<file path="config.mk">
export PLATFORM = sky130hd
export DESIGN_NAME = fir_input_buffer
export DESIGN_NICKNAME = d
export VERILOG_FILES = /design/src/rtl/fir_input_buffer.sv
export SDC_FILE = /design/constraint.sdc
export NUM_CORES = 1
export LEC_CHECK = 0
export BUFFER_PORTS_ARGS = -buffer_cell sky130_fd_sc_hd__buf_2
export CORE_AREA = 2 2 180 182
export CTS_CLUSTER_DIAMETER = 80
export DETAILED_ROUTE_END_ITERATION = 12
export DIE_AREA = 0 0 182 184
export HOLD_SLACK_MARGIN = 0.12
export PLACE_DENSITY_LB_ADDON = 0.15
export SLEW_MARGIN = 20
export SYNTH_ARGS = -nofsm -noshare
export SYNTH_HDL_FRONTEND = slang
export SYNTH_SLANG_ARGS = --single-unit
</file>
<file path="constraint.sdc">
create_clock -name i_clk -period 2.5 [get_ports i_clk]
set_input_delay 0.375 -clock i_clk [delete_from_list [all_inputs] [get_ports i_clk]]
set_output_delay 0.375 -clock i_clk [all_outputs]
set_load 0.03 [all_outputs]
</file>
<file path="src/rtl/fir_input_buffer.sv">
// -----------------------------------------------------------------------------
// fir_input_buffer
// Elastic sample buffer feeding a FIR filter. Upstream samples are written into
// a circular memory; a two-state output FSM moves the head entry into a holding
// register that the filter consumes with a single-cycle i_ready pulse. Samples
// arriving while the memory is full are dropped and counted.
//
// Ports
//   i_clk          clock, all state changes on its rising edge
//   i_rst_n        asynchronous active-low reset
//   i_en           global enable, low freezes all state
//   iv_din         signed input sample
//   i_din_valid    iv_din valid this cycle
//   o_din_ready    buffer accepts a sample this cycle
//   ov_dout        sample presented to the filter
//   o_dout_valid   ov_dout holds a valid sample
//   i_ready        consumed pulse from the filter
//   ov_level       memory occupancy 0..DEPTH (output register excluded)
//   o_full/o_empty ov_level == DEPTH / ov_level == 0
//   o_overflow     sticky, a sample has been dropped since reset
//   ov_drop_count  saturating count of dropped samples
// -----------------------------------------------------------------------------
module fir_input_buffer #(
   parameter int unsigned DATA_WIDTH = 24,
   parameter int unsigned DEPTH      = 16
) (
   input  logic                         i_clk,
   input  logic                         i_rst_n,
   input  logic                         i_en,
   input  logic [DATA_WIDTH-1:0]        iv_din,
   input  logic                         i_din_valid,
   output logic                         o_din_ready,
   output logic [DATA_WIDTH-1:0]        ov_dout,
   output logic                         o_dout_valid,
   input  logic                         i_ready,
   output logic [$clog2(DEPTH):0]       ov_level,
   output logic                         o_full,
   output logic                         o_empty,
   output logic                         o_overflow,
   output logic [15:0]                  ov_drop_count
);

   localparam int unsigned AW = $clog2(DEPTH);
   localparam int unsigned LW = AW + 1;
   localparam logic [LW-1:0] LevelFull = LW'(DEPTH);

   typedef enum logic {StIdle, StPresent} state_e;

   logic [DATA_WIDTH-1:0] mem_q [DEPTH];
   logic [AW-1:0]         wr_ptr_q, rd_ptr_q;
   logic [LW-1:0]         level_q, level_d;
   logic                  full_q, empty_q;
   state_e                state_q;
   logic [DATA_WIDTH-1:0] dout_q;
   logic                  overflow_q;
   logic [15:0]           drop_cnt_q;

   logic wr_en, drop_en, rd_en;

   // Flags come from registered full_q/empty_q only, so a read at the same
   // edge never frees room for a write into a full memory.
   always_comb begin
      wr_en   = i_en && i_din_valid && !full_q;
      drop_en = i_en && i_din_valid && full_q;
      // Load the output register when it is empty or being consumed.
      rd_en   = i_en && !empty_q && ((state_q == StIdle) || i_ready);
      level_d = level_q;
      case ({wr_en, rd_en})
         2'b10:   level_d = level_q + LW'(1);
         2'b01:   level_d = level_q - LW'(1);
         default: level_d = level_q;
      endcase
   end

   // Sample storage, intentionally not reset.
   always_ff @(posedge i_clk) begin
      if (wr_en) begin
         mem_q[wr_ptr_q] <= iv_din;
      end
   end

   // Pointers wrap naturally because DEPTH is a power of two.
   always_ff @(posedge i_clk or negedge i_rst_n) begin
      if (!i_rst_n) begin
         wr_ptr_q <= '0;
         rd_ptr_q <= '0;
         level_q  <= '0;
         full_q   <= 1'b0;
         empty_q  <= 1'b1;
      end else begin
         if (wr_en) begin
            wr_ptr_q <= wr_ptr_q + AW'(1);
         end
         if (rd_en) begin
            rd_ptr_q <= rd_ptr_q + AW'(1);
         end
         level_q <= level_d;
         full_q  <= (level_d == LevelFull);
         empty_q <= (level_d == '0);
      end
   end

   // Output FSM with registered data/valid.
   always_ff @(posedge i_clk or negedge i_rst_n) begin
      if (!i_rst_n) begin
         state_q <= StIdle;
         dout_q  <= '0;
      end else if (i_en) begin
         case (state_q)
            StIdle: begin
               if (rd_en) begin
                  dout_q  <= mem_q[rd_ptr_q];
                  state_q <= StPresent;
               end
            end
            StPresent: begin
               if (i_ready) begin
                  if (rd_en) begin
                     dout_q <= mem_q[rd_ptr_q];
                  end else begin
                     state_q <= StIdle;
                  end
               end
            end
            default: state_q <= StIdle;
         endcase
      end
   end

   always_ff @(posedge i_clk or negedge i_rst_n) begin
      if (!i_rst_n) begin
         overflow_q <= 1'b0;
         drop_cnt_q <= '0;
      end else if (drop_en) begin
         overflow_q <= 1'b1;
         if (drop_cnt_q != 16'hFFFF) begin
            drop_cnt_q <= drop_cnt_q + 16'd1;
         end
      end
   end

   assign o_din_ready   = i_en && !full_q;
   assign ov_dout       = dout_q;
   assign o_dout_valid  = (state_q == StPresent);
   assign ov_level      = level_q;
   assign o_full        = full_q;
   assign o_empty       = empty_q;
   assign o_overflow    = overflow_q;
   assign ov_drop_count = drop_cnt_q;

endmodule

</file>
# Word level (Yosys, flattened, before mapping)
# Memory sizes are Yosys's and may differ from the RTL's.
# Cells that the tools add are included.
[classes]
n_mux = 9
n_reduce_logical = 12
order_cmp = 0
n_eq_ne = 5
div_mod_pow = 0
shift = 0
bitwise = 1
n_mul = 0
add_sub_neg = 5
[op_table]
columns = ["op", "n"]
rows = [
  ["2-to-1 mux 24 bit", 2],
  ["case mux 24 bit (2 select lines)", 1],
  ["adder 16 x 1 -> 16 bit, second input constant", 1],
  ["inequality test 16 bit, second input constant", 1],
  ["case mux 5 bit (2 select lines)", 1],
  ["adder 4 x 1 -> 4 bit, second input constant", 2],
  ["logical AND 1 bit", 6],
  ["adder 5 x 1 -> 5 bit, second input constant", 1],
  ["== test 5 bit, second input constant", 1],
  ["zero test 5 bit", 1],
  ["subtractor 5 x 1 -> 5 bit, second input constant", 1],
  ["2-to-1 mux 1 bit", 4],
  ["AND reduction 2 bit", 2],
  ["== test 2 x 1 -> 1 bit, second input constant", 1],
  ["== test 2 bit, second input constant", 1],
  ["zero test 1 bit", 2],
  ["inequality test 2 bit, second input constant", 1],
  ["case mux 1 bit (2 select lines)", 1],
  ["logical OR 1 bit", 1],
  ["NOT 1 bit", 1],
]
[totals]
mem_bits_rw = 384
register_bits = 57
output_inout_bits = 50
latchBits = 0
romBits = 0
mem_count = 1
elab_cells = 42
[memory_table]
columns = ["memory", "words", "word_bits", "rd", "rd_clocked_by_memory_dff", "write_ports", "line_no", "rtl"]
rows = [
  ["mem_q", 16, 24, 1, 0, 1, "49", "logic [DATA_WIDTH-1:0] mem_q [DEPTH];"],
]

# Depth between registers and ports, before layout
[logic_depth]
ltp_word = 6
depth_mapped = 12

# Least setup slack after synthesis
# Ideal clock, no wire load.
[synth_path]
path_kind = "register to register"
startpoint = "reg full_q (netlist: o_full)"
endpoint = "reg full_q (netlist: o_full)"
arrival_ps = 2800
slack_ps = -380
period_less_slack_ps = 2880
path_stages_with_launch = 12
path_cell_list = "dfrtp_1 -> nor2_1 -> inv_1 -> ha_1 -> clkbuf_1 -> xor2_1 -> ha_1 -> nor2_2 -> a221o_1 -> a2111oi_2 -> xor2_1 -> nor3b_2"
[synth_between]
elab_chain_cells = 5
elab_cells_between_ends = 6
classes_between = "3 x eq/ne; 1 x mux; 2 x reduce/logical"
[synth_rtl]
columns = ["element", "line_no", "rtl"]
rows = [
  ["from (decl)", "52", "logic full_q, empty_q;"],
  ["from (signal assigned)", "98", "full_q <= (level_d == LevelFull);"],
  ["zero test 1 bit *", "63", "wr_en = i_en && i_din_valid && !full_q;"],
  ["logical AND 1 bit *", "63", ""],
  ["== test 2 x 1 -> 1 bit / == test 2 bit (equally long branches)", "68", "case ({wr_en, rd_en})"],
  ["case mux 5 bit (2 select lines) *", "68", ""],
  ["via level_d[4]", "51", "logic [LW-1:0] level_q, level_d;"],
  ["== test 5 bit *", "98", ""],
]
# Mark *: on every way through the listed nets, which the timed path passes. The rest lies on a longest branch.
# A chain may end at the register's enable or synchronous reset.

# Worst setup path after layout
[layout_path]
startpoint = "reg empty_q (netlist: o_empty)"
endpoint = "reg full_q (netlist: o_full)"
[layout_between]
elab_chain_cells = 6
elab_cells_between_ends = 7
classes_between = "3 x eq/ne; 1 x mux; 3 x reduce/logical"
[layout_rtl]
columns = ["element", "line_no", "rtl"]
rows = [
  ["from (decl)", "52", ""],
  ["from (signal assigned)", "99", "empty_q <= (level_d == '0);"],
  ["zero test 1 bit *", "66", "rd_en = i_en && !empty_q && ((state_q == StIdle) || i_ready);"],
  ["logical AND 1 bit * (2 in series)", "66", ""],
  ["via rd_en", "58", "logic wr_en, drop_en, rd_en;"],
  ["== test 2 x 1 -> 1 bit / == test 2 bit (equally long branches)", "68", ""],
  ["case mux 5 bit (2 select lines) *", "68", ""],
  ["via level_d[4]", "51", ""],
  ["== test 5 bit *", "98", ""],
]
# Marks and branches as above.

==> key figures <==
Yosys
  • Post-Syn Area per Cell: 19.7 um^2
  • Commonest cells in the synthesized netlist: 384 x edfxtp_1, 72 x mux4_2, 67 x mux2i_1, 56 x dfrtp_1, 29 x nor2_1
  • Yosys warns: 0
  • Synth top area cells: edfxtp_1 67%, mux4_2 9.4%, dfrtp_1 8.2%, mux2i_1 3.9%, a221o_1 1.0%
  • Top cell type's share of synthesized area: around two thirds
  • Dominant cell by count in the synthesized netlist: edfxtp_1
  • Post-synth ARST share: 12.9%
  • Post-synth EDFFs: roughly 380
  • Seq/Total Area, Yosys: about 75%
  • Dominant synthesized flop cell: edfxtp_1
  • Cell taking the most area after synthesis: edfxtp_1
  • Syn_nets: slightly above 900
  • #FFs+latches synth: between 400 and 500
  • Netlist cell types: 50
  • Post-synth design cell area: ~17,000 um^2
  • Synthesized instance count: 870

Power
  • Switching pwr: ~6.4 mW
  • Clk pwr share: between 20 and 30%
  • Pwr Total: about 22 mW
  • Sw Ratio: just under 30%
  • Pwr dens: about 1100 nW/um^2
  • Max IR drop VDD: a little under 0.0007 V
  • Flop pwr share: between 40 and 50%
  • Static leakage: between 7 and 8 nW
  • P_int: ~15 mW
  • Comb power frac: between 20% and 30%

Setup path
  • Worst R2R Setup Slack: 0.03 ns
  • CP max FO: 3
  • Setup CP Type: reg2reg
  • CP endpoint kind: register
  • Worst path bufs/invs: 1
  • Crit-path leading delay family: compound AO/OA/AOI/OAI gates
  • Cells along the critical path: nor2b_4 > o21ai_4 > inv_2 > ha_4 > xor2_2 > ha_4 > nor2_4 > a221o_1 > a2111oi_4 > xor2_1 > nor3b_2
  • Slowest stage delay, CP: 0.55 ns
  • Worst Path Required: between 2 and 3 ns
  • CP most frequent cell: ha_4
  • Worst Setup Start Kind: register
  • R2r worst-path depth: 11
  • Critical Path Slowest Stage Cell: dfstp_2
  • WP data arrival: around 3 ns
  • R2R Path Start: o_empty$_DFF_PN1_
  • RR Endpoint: o_full$_DFF_PN0_

Floorplanning
  • Core outline area: roughly 31,000 um^2
  • # IOs: 79
  • Die height: approximately 180 um
  • Initial Utilization: between 50% and 60%
  • # rows: between 60 and 70
  • Die X: ~180 um
  • Die area: about 33,000 um^2

STA
  • RSZ-0062 raised after global routing: yes
  • Shortest period the worst path allows: approximately 2.5 ns
  • Final hold viol count: 0
  • Hold WS: ~0.15 ns
  • Max Clock Skew: roughly 0.015 ns
  • Fmax: between 400 and 500 MHz
  • Setup Viol. Count Final: 0
  • Setup TNS: 0 ns
  • Worst-Margin Slew: between 0.7 and 0.8 ns
  • Slew Viols, Final: 0
  • Slew headroom: between 50 and 60%
  • Final period util: 98.9%

CTS
  • Clk slew on worst S/H paths: approximately 0.060 ns
  • Root Driver: clkbuf_16
  • Clock Path Buffers: 3
  • CTS tree: yes
  • CTS Buf Count: 44
  • H-tree levels: 2
  • Clk_lat worst skew: about 0.55 ns
  • Clk sinks: between 400 and 500

Detailed routing
  • Final WL: 35.2 mm
  • Routed vias/inst: 5.94
  • Starting DRT DRC Count: about 710
  • Antenna viol nets, final: 0
  • TritonRoute pass-1 iters: 5
  • Vias: roughly 8,600
  • # DRC: 0
  • Routed WL per cell: ~24 um

Global route
  • Most used routing layer: met2
  • First-pass GRT wire length: around 53 mm
  • Initial antenna violation count: 0
  • GRT Overall Usage: roughly 22%
  • Vias in the first global route: roughly 8,700
  • M3 GR Usage: about 3%
  • Global route overflow: 0
  • Met1 Usage GRT: between 30% and 40%
  • M2 GR Usage: between 30% and 40%
  • Pin count of the biggest net entering global routing: 47

Finish
  • Layout area overhead: 16.2%
  • Inserted Diodes: 0
  • Final instance area: about 20,000 um^2
  • Fin nets: about 1,100
  • Share of layout cells above drive strength 1: 29.3%

Min path
  • Critical hold path startpoint: i_en
  • WHS Path Cells: 3
  • HP Class: in2reg
  • Hold Path End: o_dout_valid$_DFFE_PN0P_

Placement
  • Final HPWL DP: approximately 21 mm
  • Port buffer count: 78
  • GP Congestion: approximately 0.74
  • Dpl cell area: around 18,000 um^2

Job
  • Max-Cap Viols: 0

Outcome
  • Outcome: finished clean
[cell usage in the layout, fill, tap and decap left out, drive strengths merged, types with 2 or more instances in the layout]
master / instances
buf: 140
and2: 18
dfrtp: 56
or4: 2
mux2: 8
nand3: 10
edfxtp: 384
nor2: 30
clkbuf: 60
clkinv: 17
nand4: 4
or2: 2
nand2: 15
a22o: 5
xnor2: 18
mux4: 72
bufinv: 3
nor3: 19
nor2b: 5
nor3b: 3
xor2: 7
o21ai: 18
a22oi: 8
and3: 4
a221o: 18
a221oi: 18
mux2i: 67
a21oi: 2
ha: 9
inv: 11
[cell type report]
| cell class | count | area [um^2] |
|---|---|---|
| Clock buffer | 60 | 1220 |
| Clock inverter | 21 | 189 |
| Fill cell | 2180 | 11400 |
| Inverter | 10 | 37.5 |
| Multi-Input combinational cell | 375 | 4030 |
| Sequential cell | 441 | 13000 |
| Tap cell | 402 | 503 |
| Timing Repair Buffer | 141 | 1000 |
[power by group through the flow]
| stage | clock network (mW) | registers, mW | logic (mW) |
|---|---|---|---|
| after detailed placement | 0 | 9.43 | 5.86 |
| final | 6.38 | 9.29 | 5.92 |
| after global routing | 6.75 | 9.35 | 6.40 |
| after CTS | 6.50 | 9.28 | 5.87 |
| after global placement | 0 | 9.42 | 5.81 |
| after floorplan | 0 | 9.61 | 3.86 |
[per-layer routing]
layer | share of wire, % | wire, um
met5 | 0 | 0
met4 | 2.1 | 739
met2 | 49 | 17400
met3 | 5.6 | 1970
met1 | 43 | 15100
[worst max path at each step]
stage,start,slack [ns],endpoint,cells after the start
5_1_grt,o_empty$_DFF_PN1_,-0.13,o_full$_DFF_PN0_,11
6_report,o_empty$_DFF_PN1_,0.03,o_full$_DFF_PN0_,11
4_1_cts,o_empty$_DFF_PN1_,0.1,o_full$_DFF_PN0_,11
3_5_place_dp,i_en,0.05,o_full$_DFF_PN0_,12
2_1_floorplan,o_empty$_DFF_PN1_,-0.10,o_full$_DFF_PN0_,12
3_3_place_gp,i_en,0.07,o_full$_DFF_PN0_,12
[tightest hold or removal path: cells and delay by family]
kind            cells  cell delay [ns]
simple gates        1             0.06
compound gates      1             0.10
buf+inv             1             0.12
[cell families after synthesis]
kind of cell	synth area share (%)
compound gates	3.72
fa+ha+maj	0.656
flops	75.5
xor+xnor	1.28
simple gates	3.43
mux	13.9
buf+inv	1.59
[flip-flops by register name, summed over array words and instances (netlist names)]
| name | count |
|---|---|
| wr_ptr_q | 4 |
| mem_q | 384 |
| ov_dout | 24 |
| o_empty | 1 |
| o_full | 1 |
| o_overflow | 1 |
| o_dout_valid | 1 |
| rd_ptr_q | 4 |
| ov_level | 5 |
| ov_drop_count | 16 |
[repair_timing]
item                       4_1_cts  5_1_grt
setup endpoints to repair        0        2
gates resized for setup          0       10
buffers inserted                 0        4
hold buffers                     1        0
hold endpoints to repair        12        0
[stage by stage]
| step | utilization [%] | setup slack (ns) | instances |
|---|---|---|---|
| detailed placement | 58.7 | 0.0462 | 1364 |
| CTS | 63.3 | 0.0985 | 1446 |
| global placement | 58.7 | 0.0719 | 1364 |
| floorplan | - | -0.105 | 870 |
| global route | 63.6 | -0.130 | 1450 |
| finish | 63.6 | 0.0280 | 1450 |
(Power assumes the default switching activity.)
